[src/rtl/exhaustive_removal_ctrl.sv]
// Iterative accessibility-rule sequencer: loads an occupancy grid row by row, then removes sparse cells pass by pass until a pass removes nothing.
// Optional pass cap: define EXHAUST_PASS_LIMIT_EN to add MAX_PASSES and the limit_hit output.
module exhaustive_removal_ctrl #(
    parameter int WIDTH  = 16,
    parameter int DEPTH  = 16,
    parameter int CNT_W  = $clog2(WIDTH*DEPTH+1),
    parameter int PASS_W = $clog2(WIDTH*DEPTH+2)
`ifdef EXHAUST_PASS_LIMIT_EN
    ,
    parameter int MAX_PASSES = 64
`endif
) (
    input  logic              clk,
    input  logic              rst_n,
    input  logic              start,
    input  logic              row_valid,
    output logic              row_ready,
    input  logic [WIDTH-1:0]  row_data,
    output logic              busy,
    output logic              done,
    output logic [CNT_W-1:0]  first_pass_removed,
    output logic [CNT_W-1:0]  total_removed,
    output logic [PASS_W-1:0] pass_count
`ifdef EXHAUST_PASS_LIMIT_EN
    ,
    output logic              limit_hit
`endif
);

    localparam int RW = (DEPTH > 1) ? $clog2(DEPTH) : 1;
    localparam int PW = $clog2(WIDTH+1);
    localparam logic [RW-1:0] LAST_ROW = RW'(DEPTH-1);

    typedef enum logic [2:0] {
        S_IDLE,
        S_LOAD,
        S_SCAN,
        S_COMMIT,
        S_DONE
    } state_t;

    state_t           state;
    logic [WIDTH-1:0] grid [DEPTH];
    logic [WIDTH-1:0] mask [DEPTH];
    logic [RW-1:0]    row_idx;
    logic [CNT_W-1:0] pass_removed;
    logic             first_commit;

    logic [RW-1:0]    prev_idx;
    logic [RW-1:0]    next_idx;
    logic [WIDTH+1:0] up_pad;
    logic [WIDTH+1:0] mid_pad;
    logic [WIDTH+1:0] dn_pad;
    logic [3:0]       nsum;
    logic [WIDTH-1:0] row_mask;
    logic [PW-1:0]    row_pop;

    // Neighbourhood of the current row; padding bits model out-of-range cells as empty.
    always_comb begin
        // NOTE: every always_comb output gets a default first so no path can infer a latch.
        prev_idx = (row_idx == '0) ? row_idx : row_idx - RW'(1);
        next_idx = (row_idx == LAST_ROW) ? row_idx : row_idx + RW'(1);
        up_pad   = (row_idx == '0) ? '0 : {1'b0, grid[prev_idx], 1'b0};
        mid_pad  = {1'b0, grid[row_idx], 1'b0};
        dn_pad   = (row_idx == LAST_ROW) ? '0 : {1'b0, grid[next_idx], 1'b0};
        nsum     = '0;
        row_mask = '0;
        row_pop  = '0;
        for (int j = 0; j < WIDTH; j++) begin
            nsum = 4'(up_pad[j]) + 4'(up_pad[j+1]) + 4'(up_pad[j+2])
                 + 4'(mid_pad[j])                  + 4'(mid_pad[j+2])
                 + 4'(dn_pad[j])  + 4'(dn_pad[j+1]) + 4'(dn_pad[j+2]);
            row_mask[j] = mid_pad[j+1] && (nsum < 4'd4);
            row_pop     = row_pop + PW'(row_mask[j]);
        end
    end

    // NOTE: all state is updated with non-blocking assignments so every read sees the pre-edge value.
    always_ff @(posedge clk) begin
        if (!rst_n) begin
            state              <= S_IDLE;
            row_idx            <= '0;
            pass_removed       <= '0;
            first_commit       <= 1'b0;
            row_ready          <= 1'b0;
            busy               <= 1'b0;
            done               <= 1'b0;
            first_pass_removed <= '0;
            total_removed      <= '0;
            pass_count         <= '0;
`ifdef EXHAUST_PASS_LIMIT_EN
            limit_hit          <= 1'b0;
`endif
            // NOTE: grid and mask are flop arrays, not RAM macros, so clearing them in reset is legal.
            for (int i = 0; i < DEPTH; i++) begin
                grid[i] <= '0;
                mask[i] <= '0;
            end
        end else begin
            case (state)
                S_IDLE, S_DONE: begin
                    if (start) begin
                        state              <= S_LOAD;
                        row_idx            <= '0;
                        pass_removed       <= '0;
                        first_commit       <= 1'b1;
                        row_ready          <= 1'b1;
                        busy               <= 1'b1;
                        done               <= 1'b0;
                        first_pass_removed <= '0;
                        total_removed      <= '0;
                        pass_count         <= '0;
`ifdef EXHAUST_PASS_LIMIT_EN
                        limit_hit          <= 1'b0;
`endif
                        for (int i = 0; i < DEPTH; i++) mask[i] <= '0;
                    end
                end

                S_LOAD: begin
                    if (row_valid) begin
                        grid[row_idx] <= row_data;
                        if (row_idx == LAST_ROW) begin
                            state        <= S_SCAN;
                            row_idx      <= '0;
                            row_ready    <= 1'b0;
                            pass_removed <= '0;
                        end else begin
                            row_idx <= row_idx + RW'(1);
                        end
                    end
                end

                // Decisions use the start-of-pass grid; removals are only applied in COMMIT.
                S_SCAN: begin
                    mask[row_idx] <= row_mask;
                    pass_removed  <= pass_removed + CNT_W'(row_pop);
                    if (row_idx == LAST_ROW) begin
                        state <= S_COMMIT;
                    end else begin
                        row_idx <= row_idx + RW'(1);
                    end
                end

                S_COMMIT: begin
                    for (int i = 0; i < DEPTH; i++) grid[i] <= grid[i] & ~mask[i];
                    total_removed <= total_removed + pass_removed;
                    first_commit  <= 1'b0;
                    if (first_commit) first_pass_removed <= pass_removed;
                    if (pass_removed != '0) begin
                        pass_count <= pass_count + PASS_W'(1);
`ifdef EXHAUST_PASS_LIMIT_EN
                        if (pass_count == PASS_W'(MAX_PASSES - 1)) begin
                            state     <= S_DONE;
                            busy      <= 1'b0;
                            done      <= 1'b1;
                            limit_hit <= 1'b1;
                        end else begin
                            state        <= S_SCAN;
                            row_idx      <= '0;
                            pass_removed <= '0;
                            for (int i = 0; i < DEPTH; i++) mask[i] <= '0;
                        end
`else
                        state        <= S_SCAN;
                        row_idx      <= '0;
                        pass_removed <= '0;
                        for (int i = 0; i < DEPTH; i++) mask[i] <= '0;
`endif
                    end else begin
                        state <= S_DONE;
                        busy  <= 1'b0;
                        done  <= 1'b1;
                    end
                end

                default: state <= S_IDLE;
            endcase
        end
    end

endmodule

[config.mk]
export PLATFORM = sky130hd
export DESIGN_NAME = exhaustive_removal_ctrl
export DESIGN_NICKNAME = d
export VERILOG_FILES = /design/src/rtl/exhaustive_removal_ctrl.sv
export SDC_FILE = /design/constraint.sdc
export NUM_CORES = 1
export LEC_CHECK = 0
export CAP_MARGIN = 20
export CORE_ASPECT_RATIO = 0.7
export CORE_MARGIN = 2
export CORE_UTILIZATION = 57
export DETAILED_ROUTE_END_ITERATION = 16
export PLACE_DENSITY = 0.75
export SYNTH_ARGS = -nofsm -noshare
export SYNTH_HDL_FRONTEND = slang
export SYNTH_SLANG_ARGS = --single-unit
[constraint.sdc]
create_clock -name clk -period 13.05 [get_ports clk]
set_input_delay 1.9575 -clock clk [delete_from_list [all_inputs] [get_ports clk]]
set_output_delay 1.9575 -clock clk [all_outputs]
set_load 0.02 [all_outputs]
; Word-level counts from Yosys, hierarchy flattened
; Memories as Yosys holds them, arrays and structs flattened. A register that Yosys moved wholly into a read port is not among the register bits.
; Cells that the tools add are included.
[op_classes]
n_addsub = 130
n_mul = 0
n_div = 0
order_cmp = 16
eq_ne = 12
shift = 0
mux = 110
bitwise = 80
n_reduce_logical = 33
[ops]
columns = operator, count
row1 = two-way mux 16 bit, 50
row2 = bitwise AND 16 bit, 16
row3 = inverter 16 bit, 16
row4 = adder 4 x 1 -> 4 bit, 61
row5 = adder 3 x 1 -> 4 bit, 17
row6 = "less-than comparator 4 x 3 -> 1 bit, second input constant", 16
row7 = adder 5 x 1 -> 5 bit, 11
row8 = two-way mux 9 bit, 6
row9 = case mux 9 bit (2 select lines), 3
row10 = adder 2 x 1 -> 3 bit, 16
row11 = OR 1 bit, 48
row12 = two-way mux 4 bit, 10
row13 = case mux 9 bit (4 select lines), 1
row14 = adder 1 x 1 -> 2 bit, 17
row15 = two-way mux 17 bit, 2
row16 = OR reduction 16 bit, 2
row17 = two-way mux 1 bit, 27
row18 = logical AND 1 bit, 16
row19 = case mux 4 bit (4 select lines), 1
row20 = two-way mux 3 bit, 5
row21 = "!= test 2 bit, second input constant", 7
row22 = case mux 3 bit (4 select lines), 1
row23 = AND reduction 4 bit, 3
row24 = "adder 9 x 1 -> 9 bit, second input constant", 1
row25 = 20 further kinds, 28
[word_totals]
ff_bits = 47
latch_bits = 0
ram_bits = 512
romBits = 0
in_bits = 20
out_inout_bits = 30
word_cells = 393
mem_count = 2
[mem_list]
columns = memory, words, width, rd, rd_clocked_by_memory_dff, wr, line
row1 = grid, 16, 16, 19, 1, 16, 43  ; logic [WIDTH-1:0] grid [DEPTH];
row2 = mask, 16, 16, 16, 0, 16, 44  ; logic [WIDTH-1:0] mask [DEPTH];

; Longest topological paths before layout
; Gate-level depths: netlist of run 1.
; An unclocked memory read counts as a cell.
[logic_depth]
ltp_word = 30
depth_mapped = 40
depth_no_buf = 33

; Least setup slack after synthesis of run 1
; No wires, ideal clock.
[synth_timing]
kind = flip-flop to flip-flop
from = reg row_idx[0]
to = reg pass_removed[6]
setup_time_ns = 0.130
arrival_time_ns = 9.255
t_required_ns = 12.920
path_slack_ns = 3.665
path_stages_with_launch = 37
n_path_buf = 6
period_less_slack_ns = 9.385
path_cell_list = dfxtp_1 > buf_2 > inv_1 > buf_2 > ha_1 > buf_4 > nor3b_4 > xnor2_4 > buf_6 > buf_6 > mux4_2 > a22o_1 > a31o_2 > fa_1 > inv_1 > fa_1 > fa_1 > inv_1 > ha_1 > nand2b_1 > o41ai_4 > buf_2 > inv_1 > fa_1 > inv_1 > fa_1 > fa_1 > fa_1 > fa_1 > fa_1 > nor2b_1 > o21ai_0 > nand2b_1 > a21oi_1 > or3b_2 > xor2_1 > nor2_1
[synth_via]
word_cells_on_any_way = 170
classes_between = 128 x add/sub / 16 x order compare / 2 x eq/ne / 5 x mux / 18 x reduce/logical / 1 x memory
[synth_rtl]
columns = element, line
row1 = start: declaration, 45  ; logic [RW-1:0] row_idx;
row2 = start signal: assignment, 129  ; row_idx <= row_idx + RW'(1);
row3 = start signal: assignment, 141  ; row_idx <= row_idx + RW'(1);
row4 = subtractor 4 x 1 -> 4 bit or zero test 4 bit (tied branches), "61, 63"
row5 = two-way mux 4 bit, 61  ; prev_idx = (row_idx == '0) ? row_idx : row_idx - RW'(1);
row6 = memory read (16 x 16 bit), --
row7 = two-way mux 17 bit, 63  ; up_pad = (row_idx == '0) ? '0 : {1'b0, grid[prev_idx], 1'b0};
row8 = adder 1 x 1 -> 2 bit, 70  ; nsum = 4'(up_pad[j]) + 4'(up_pad[j+1]) + 4'(up_pad[j+2])
row9 = adder 2 x 1 -> 3 bit, 70
row10 = adder 3 x 1 -> 4 bit, 71  ; + 4'(mid_pad[j]) + 4'(mid_pad[j+2])
row11 = adder 4 x 1 -> 4 bit, 71
row12 = [4 not listed], --
row13 = logical AND 1 bit *, 73  ; row_mask[j] = mid_pad[j+1] && (nsum < 4'd4);
row14 = named net row_mask[2], 55  ; logic [WIDTH-1:0] row_mask;
row15 = adder 2 x 1 -> 3 bit *, 74  ; row_pop = row_pop + PW'(row_mask[j]);
row16 = adder 3 x 1 -> 4 bit *, 74
row17 = adder 4 x 1 -> 5 bit *, 74
row18 = adder 5 x 1 -> 5 bit * (11 in series), 74
row19 = adder 9 x 5 -> 9 bit *, 137  ; pass_removed <= pass_removed + CNT_W'(row_pop);
row20 = case mux 9 bit (4 select lines) *, 100  ; case (state)
row21 = end signal: assignment, 137
row22 = end: declaration, 46  ; logic [CNT_W-1:0] pass_removed;
; Mark *: on every way through the listed nets, which the timed path passes. The rest lies on a longest branch.
; A chain may end at the register's enable or synchronous reset.

; Worst setup path after layout of run 1
[layout_timing]
from = reg row_idx[0]
to = reg pass_removed[6]
[layout_via]
elab_chain_len = 30
word_cells_on_any_way = 170
classes_between = 128 x add/sub / 16 x order compare / 2 x eq/ne / 5 x mux / 18 x reduce/logical / 1 x memory
[layout_rtl]
columns = element, line
row1 = subtractor 4 x 1 -> 4 bit or zero test 4 bit (tied branches), "61, 63"
row2 = two-way mux 4 bit, 61
row3 = memory read (16 x 16 bit), --
row4 = two-way mux 17 bit, 63
row5 = adder 1 x 1 -> 2 bit, 70
row6 = adder 2 x 1 -> 3 bit, 70
row7 = adder 3 x 1 -> 4 bit, 71
row8 = adder 4 x 1 -> 4 bit, 71
row9 = [4 not listed], --
row10 = logical AND 1 bit, 73
row11 = adder 1 x 1 -> 2 bit, 74
row12 = adder 2 x 1 -> 3 bit, 74
row13 = adder 3 x 1 -> 4 bit, 74
row14 = adder 4 x 1 -> 5 bit, 74
row15 = adder 5 x 1 -> 5 bit (11 in series), 74
row16 = adder 9 x 5 -> 9 bit, 137
row17 = case mux 9 bit (4 select lines), 100
; Parallel ways exist; a longest one is shown, timed or not.

==> run summary, run 1 <==
WORST SETUP PATH
---------------------------------------------------------------------------------
Launching point of the worst reg2reg path                              row_idx[0]
R2R Path End                                                         pass_removed[6]
Delay of the slowest critical-path stage                                  0.66 ns
Crit Path Max Fanout                                                           25
Worst path required time                                                 13.53 ns
Crit-path leading delay family                                        adder cells
Buffering stage count on the worst path with inverters included                 6
Data arrival time of the critical path                                   11.24 ns
Depth of the worst register-to-register path                                   31
Worst setup slack for register-to-register paths                          2.30 ns
Crit path kind                                                       flop to flop
Crit. End Element                                                            flop
Crit path max-delay cell type                                              a21o_1
Kind of start point of the critical path                                     flop
Cell repeated most along the worst path                                      fa_1

CTS
---------------------------------------------------------------------------------
Hold-fix buffers at CTS                                                         0
Buffer depth of the longest clock path                                          3
Latest clock arrival within the worst-skew pair                           0.62 ns
# clock sinks                                                                 563
Root Buffer Master                                                      clkbuf_16
Number of gates resized after CTS                                               0
Number of buffers added for setup after CTS                                     0
CTS Buf Count                                                                  53
TritonCTS clock tree                                                        built
H-tree level count                                                              2
CTS clk-pin slew, worst paths                                             0.07 ns

FLOORPLAN
---------------------------------------------------------------------------------
Core footprint                                                          56900 um2
Initial cell density of the core                                            0.578
Die height                                                                 205 um
Die outline area                                                        59700 um2
Number of top-level design ports                                               50
Number of core rows                                                            73
Die Span X                                                                 291 um

DETAILED ROUTING
---------------------------------------------------------------------------------
Initial DRC count                                                            4459
Remaining design rule violation count                                           0
Iteration count of the initial detailed-routing pass                            6
Total via count after detailed routing                                      26510
Final routed wire length divided by cell count                            31.5 um
Drt total wl                                                            119000 um
Post-detailed-route count of antenna-violating nets                             0
Number of vias per cell                                                      7.04

GLOBAL ROUTING
---------------------------------------------------------------------------------
Maximum number of pins on one net before global-route repair                   84
Antenna violations before repair                                                1
Met1 track utilization from global routing                                  0.556
Overall routing resource usage                                              0.400
First-pass GRT wire length                                              173000 um
Global Route met3 Usage                                                     0.118
Global route overflow                                                           0
Layer with the highest usage                                                 met2
Vias in the first global route                                              25739
Global Route met2 Usage                                                     0.593

PLACE
---------------------------------------------------------------------------------
Placed Area                                                             34100 um2
Dpl hpwl                                                                 84400 um
Port Buffers                                                                   49
Post-Place Setup Slack                                                    2.59 ns
Routability cong.                                                            1.06

LOGIC SYNTHESIS
---------------------------------------------------------------------------------
Synth area leaders                                                   edfxtp_1 (47%), mux4_2 (6.3%), nand2_1 (5.2%)
Synth Cell Area                                                         32900 um2
Yosys warning total                                                             0
Flip-flop and latch count after synthesis                                     563
Portion of synthesized cell area occupied by the leading cell type          0.467
Cell count after synthesis                                                   2998
Library cell with the highest instance count after synthesis             edfxtp_1
Library cell occupying the most area in the post-synthesis netlist       edfxtp_1
Top post-synthesis cells by count                                    edfxtp_1 (512), nand2_1 (457), nor2_1 (329)
FFs w/ async S/R, synth                                                         0
Number of unique standard cell types used by synthesis                         88
Count of flip-flops with a built-in enable after synthesis                    512
Most used DFF post-synth                                                 edfxtp_1
Nets in the synthesized netlist                                              3128
Syn avg cell area                                                        11.0 um2
Fraction of the yosys area taken by sequential cells                        0.498

STA
---------------------------------------------------------------------------------
Worst Hold Margin                                                        0.478 ns
Final clock period utilization by the worst path                            0.824
Transition time at the pin with the least slew margin                     1.21 ns
Total count of hold-check failures in the final report                          0
Slack of the critical path                                                2.30 ns
Max transition margin                                                       0.190
Count of endpoints failing setup in the final report                            0
Maximum clock frequency                                                0.0930 GHz
Worst setup skew after layout                                           0.0215 ns
Total Neg Setup Slack                                                        0 ns
Min Tclk post-route                                                      10.75 ns
Setup repair after global routing missed its margin                         false
Final max-slew violation count                                                  0

MIN PATH
---------------------------------------------------------------------------------
Hold depth                                                                      2
Endpoint with the worst hold slack                                           done
HP Class                                                             flop to flop
Worst hold start                                                             done

POWER AND IR DROP
---------------------------------------------------------------------------------
Static power due to leakage                                               13.3 nW
Power after layout                                                        8.27 mW
Worst-case vdd ir drop                                                     254 uV
Power per standard cell area                                           229 nW/um2

CELLS AND AREA
---------------------------------------------------------------------------------
Antenna Diode Count                                                             0
Fraction of final layout cells sized beyond drive strength 1                0.118
Post-route design area                                                  36100 um2
Layout overhead on the synthesized area                                     9.69%
Multi-input combinational cell area                                     14600 um2
Layout Nets                                                                  3104
Storage element area                                                    16400 um2
Total of fill cells in the finished design                                   4374

STATUS
---------------------------------------------------------------------------------
Run status                                                           complete, no violations

JOB
---------------------------------------------------------------------------------
Maxcap violations                                                               0

logic make-up after synthesis:
group / Yosys count / share of synthesized area
AOI/OAI and AO/OA: 568 / 0.142
xor gates and xnor gates: 21 / 0.00639
adders and majority gates: 110 / 0.0548
buffers and inverters: 493 / 0.0608
DFF: 563 / 0.498
muxes: 226 / 0.105
and+or+nand+nor: 1017 / 0.133
flip-flops by register name, indices dropped and copies added, names as in the netlist, 3 cells and up, named ones only:
signal,flops
pass_removed,9
row_idx,4
pass_count,9
mask,256
total_removed,9
grid,256
state,3
first_pass_removed,9
layer usage:
metal | wire [um] | part of all wire
met4 | 4890 | 0.041
met3 | 17700 | 0.15
met5 | 33 | 0.00028
met2 | 50900 | 0.43
met1 | 45100 | 0.38
cell type report:
| type | count | area share |
|---|---|---|
| sequential | 563 | 0.454 |
| multi-input combinational | 1942 | 0.405 |
| clock buffer | 68 | 0.0394 |
| timing repair buffer | 149 | 0.0389 |
| inverter | 265 | 0.0276 |
| tap | 750 | 0.0260 |
| clock inverter | 27 | 0.00853 |
cell usage in the layout, fill, tap and decap left out, types with 15 or more instances in the layout:
cell | Yosys | final
nand4_1 | 16 | 16
a21oi_1 | 41 | 41
clkbuf_16 | 0 | 54
buf_4 | 8 | 83
nand2b_1 | 19 | 19
o31ai_1 | 97 | 97
mux2i_1 | 119 | 117
a211oi_1 | 42 | 42
mux4_2 | 92 | 92
ha_1 | 53 | 52
o21ai_0 | 42 | 30
a31oi_1 | 16 | 16
nand3_1 | 72 | 72
a21boi_0 | 15 | 15
and2_1 | 21 | 20
a32oi_1 | 25 | 25
edfxtp_1 | 512 | 512
a32o_1 | 162 | 162
nor2_1 | 329 | 323
nor2b_1 | 19 | 19
nand2_1 | 457 | 457
inv_1 | 259 | 259
nor3_1 | 30 | 27
clkdlybuf4s50_1 | 0 | 48
o21ai_2 | 3 | 15
o22ai_1 | 35 | 35
dfxtp_1 | 51 | 49
fa_1 | 57 | 57
power breakdown:
| part | internal (mW) | switching, mW | total [mW] | leakage (nW) |
|---|---|---|---|---|
| registers | 2.30 | 0.250 | 2.55 | 5.84 |
| logic | 1.47 | 2.64 | 4.11 | 6.64 |
| clock network | 0.892 | 0.713 | 1.60 | 0.856 |
metrics by stage:
| stage | cells | utilization |
|---|---|---|
| after CTS | 3750 | 0.630 |
| final | 3764 | 0.634 |
| after detailed placement | 3655 | 0.600 |
| after floorplan | 2998 | - |
| after global routing | 3764 | 0.634 |
| after global placement | 3652 | 0.599 |
worst max path at each step:
stage / from / end / cells after the start
6_report: row_idx[0] / pass_removed[6] / 31
4_1_cts: row_idx[0] / pass_removed[6] / 31
3_3_place_gp: row_idx[0] / pass_removed[6] / 31
2_1_floorplan: row_idx[0] / pass_removed[6] / 36
3_5_place_dp: row_idx[0] / pass_removed[6] / 31
5_1_grt: row_idx[1] / pass_removed[6] / 34
worst reg2reg max path, delay by kind of cell, from the launching register on:
family,cells,cell delay [ns]
AO/OA/AOI/OAI,6,1.52
XOR/XNOR,1,0.15
adder cells (fa/ha/maj),11,5.00
buffers and inverters,6,1.52
flip-flops,1,0.31
AND/OR/NAND/NOR,7,2.10
Power figures use the tool's default switching activity.
==> run 2: changes to the inputs <==
Settings changed: PLACE_DENSITY 0.75 to 0.78.
Clock period 13.05 ns to 9.15 ns, I/O delays scaled along.
==> run 2 against run 1 <==
  * Worst setup slack worse by 2.2 ns
  * Wire length is 5.4% higher
  * Maximum frequency up 19%
  * Register-to-register slack worse by 2.2 ns
  * Critical endpoint unchanged
==> run summary, run 2 (same netlist as run 1, synthesis figures left out) <==
GLOBAL ROUTING
------------------------------------------------------------------------------
Vias in the first global route                                           25861   +0.47%
Overall routing resource usage                                           0.416   +0.0158
First-pass GRT wire length                                           179000 um   +3.3%
Antenna violations before repair                                             0   -1
Maximum number of pins on one net before global-route repair                90   +7.1%
Global route overflow                                                        0   unchanged

DETAILED ROUTING
------------------------------------------------------------------------------
Final routed wire length divided by cell count                         32.4 um   +2.9%
Total via count after detailed routing                                   27106   +2.2%
Initial DRC count                                                         5004   +12%
Drt total wl                                                         125000 um   +5.4%
Remaining design rule violation count                                        0   unchanged
Post-detailed-route count of antenna-violating nets                          0   unchanged
Iteration count of the initial detailed-routing pass                         8   +2
Number of vias per cell                                                   7.03   -0.22%

WORST SETUP PATH
------------------------------------------------------------------------------
Kind of start point of the critical path                                  flop
Crit-path leading delay family                                     adder cells
Buffering stage count on the worst path with inverters included              8   +2
Cell repeated most along the worst path                                   fa_1
Worst path required time                                               9.63 ns   -3.90 ns
Crit. End Element                                                         flop
Crit path max-delay cell type                                             fa_1
Crit Path Max Fanout                                                        27   +8.0%
Delay of the slowest critical-path stage                               0.53 ns   -0.13 ns
Data arrival time of the critical path                                 9.52 ns   -1.72 ns
Crit path kind                                                    flop to flop

CELLS AND AREA
------------------------------------------------------------------------------
Layout Nets                                                               3196   +3.0%
Total of fill cells in the finished design                                4237   -3.1%
Layout overhead on the synthesized area                                  12.7%
Multi-input combinational cell area                                  14700 um2   +0.44%
Storage element area                                                 16400 um2   unchanged
Top flop regs                                                     grid: 256 flops, mask: 256 flops
Fraction of final layout cells sized beyond drive strength 1             0.149   +0.0306
Antenna Diode Count                                                          0   unchanged
Highest-count cells in the layout ignoring fill and taps          edfxtp_1 (512), nand2_1 (457), nor2_1 (320)
Most common library cell in the layout ignoring fill and taps         edfxtp_1

POWER AND IR DROP
------------------------------------------------------------------------------
Clock network power share                                                0.185   -0.009
Switching power                                                        5.45 mW   +51%
Power after layout                                                     12.6 mW   +52%
Static power due to leakage                                            13.9 nW   +3.9%
Worst-case vdd ir drop                                                  303 uV   +19%
Combinational power share                                                0.525   +0.028
Net Sw Frac                                                              0.434   -0.00216
Flop pwr share                                                           0.290   -0.019
Internal Dissipation                                                   7.11 mW   +52%
Power per standard cell area                                        339 nW/um2   +48%

FLOORPLAN
------------------------------------------------------------------------------
Initial cell density of the core                                         0.578   unchanged
Die height                                                              205 um   unchanged
Core footprint                                                       56900 um2   unchanged
Number of core rows                                                         73   unchanged
Die outline area                                                     59700 um2   unchanged
Number of top-level design ports                                            50   unchanged
Die Span X                                                              291 um   unchanged

CTS
------------------------------------------------------------------------------
Latest clock arrival within the worst-skew pair                        0.63 ns   about the same
TritonCTS clock tree                                                     built
# clock sinks                                                              563   unchanged
Buffer depth of the longest clock path                                       3   unchanged
H-tree level count                                                           2   unchanged
CTS clk-pin slew, worst paths                                          0.07 ns   about the same
Hold-fix buffers at CTS                                                      0   unchanged
Root Buffer Master                                                   clkbuf_16
CTS Buf Count                                                               53   unchanged

PLACE
------------------------------------------------------------------------------
Post-Place Setup Slack                                                0.104 ns   -2.49 ns
Port Buffers                                                                49   unchanged
Dpl hpwl                                                              91800 um   +8.9%
Routability cong.                                                         1.09   +3.2%

STA
------------------------------------------------------------------------------
Maximum clock frequency                                              0.111 GHz   +19%
Count of endpoints failing setup in the final report                         0   unchanged
Worst Hold Margin                                                     0.481 ns   +0.00279 ns
Worst setup skew after layout                                        0.0295 ns   +0.00803 ns
Min Tclk post-route                                                    9.04 ns   -1.72 ns
Total Neg Setup Slack                                                     0 ns   unchanged
Transition time at the pin with the least slew margin                  1.22 ns   +0.00482 ns
Final max-slew violation count                                               0   unchanged
Final clock period utilization by the worst path                         0.987   +0.164
Slack of the critical path                                            0.115 ns   -2.18 ns
Total count of hold-check failures in the final report                       0   unchanged
Max transition margin                                                    0.189   -0.000687

JOB
------------------------------------------------------------------------------
Maxcap violations                                                            0   unchanged

MIN PATH
------------------------------------------------------------------------------
HP Class                                                          flop to flop

STATUS
------------------------------------------------------------------------------
Run status                                                        complete, no violations

## run 2: repair_timing
| action | in CTS | in global routing |
|---|---|---|
| setup buffers | 0 | 6 |
| resized for setup | 0 | 23 |
| setup endpoints to repair | 0 | 3 |
## run 2: final timing paths
| check | from | to | slack, ns | cells past startpoint |
|---|---|---|---|---|
| worst max register to register | row_idx[1] | pass_removed[6] | 0.11 | 33 |
| worst min register to register | first_pass_removed[5] | first_pass_removed[5] | 0.48 | 2 |
| worst max-delay path | row_idx[1] | pass_removed[6] | 0.11 | 33 |
| worst min-delay path | first_pass_removed[5] | first_pass_removed[5] | 0.48 | 2 |
## run 2: power by group through the flow
| stage | logic [mW] | clock network, mW | registers [mW] |
|---|---|---|---|
| 4_1_cts | 6.23 | 2.32 | 3.63 |
| 3_5_place_dp | 6.19 | 0 | 3.68 |
| 6_report | 6.59 | 2.33 | 3.64 |
| 3_3_place_gp | 6.12 | 0 | 3.66 |
| 2_1_floorplan | 4.08 | 0 | 3.48 |
| 5_1_grt | 7.00 | 2.40 | 3.67 |
## run 2: through the flow
stage	std cells	instance area (um2)	utilization
2_1_floorplan	2998	32900	-
3_3_place_gp	3744	34900	0.613
3_5_place_dp	3745	34900	0.614
4_1_cts	3841	36700	0.645
5_1_grt	3857	37100	0.652
6_report	3857	37100	0.652
## run 2: final cells by class
type / instances / area share
Clock buffer: 61 / 0.0371
Clock inverter: 35 / 0.0110
Inverter: 265 / 0.0269
Multi-Input combinational cell: 1942 / 0.396
Sequential cell: 563 / 0.442
Tap cell: 750 / 0.0253
Timing Repair Buffer: 241 / 0.0614
## run 2: per-layer routing
layer	vias to the layer above	routed length, um	GRT usage
met5	-	0	0
met4	0	4580	0.143
met1	13246	47000	0.588
met3	322	19300	0.120
li1	11169	-	-
met2	2369	54200	0.616
## run 2: worst register-to-register path, delay by kind of cell, from the launching register on
kind                     cells  cell delay [ns]
XOR/XNOR                     1             0.19
multiplexers                 2             0.63
flip-flops                   1             0.32
adder cells (fa/ha/maj)     10             4.12
AO/OA/AOI/OAI                6             1.31
buffers and inverters        8             1.24
AND/OR/NAND/NOR              6             1.08
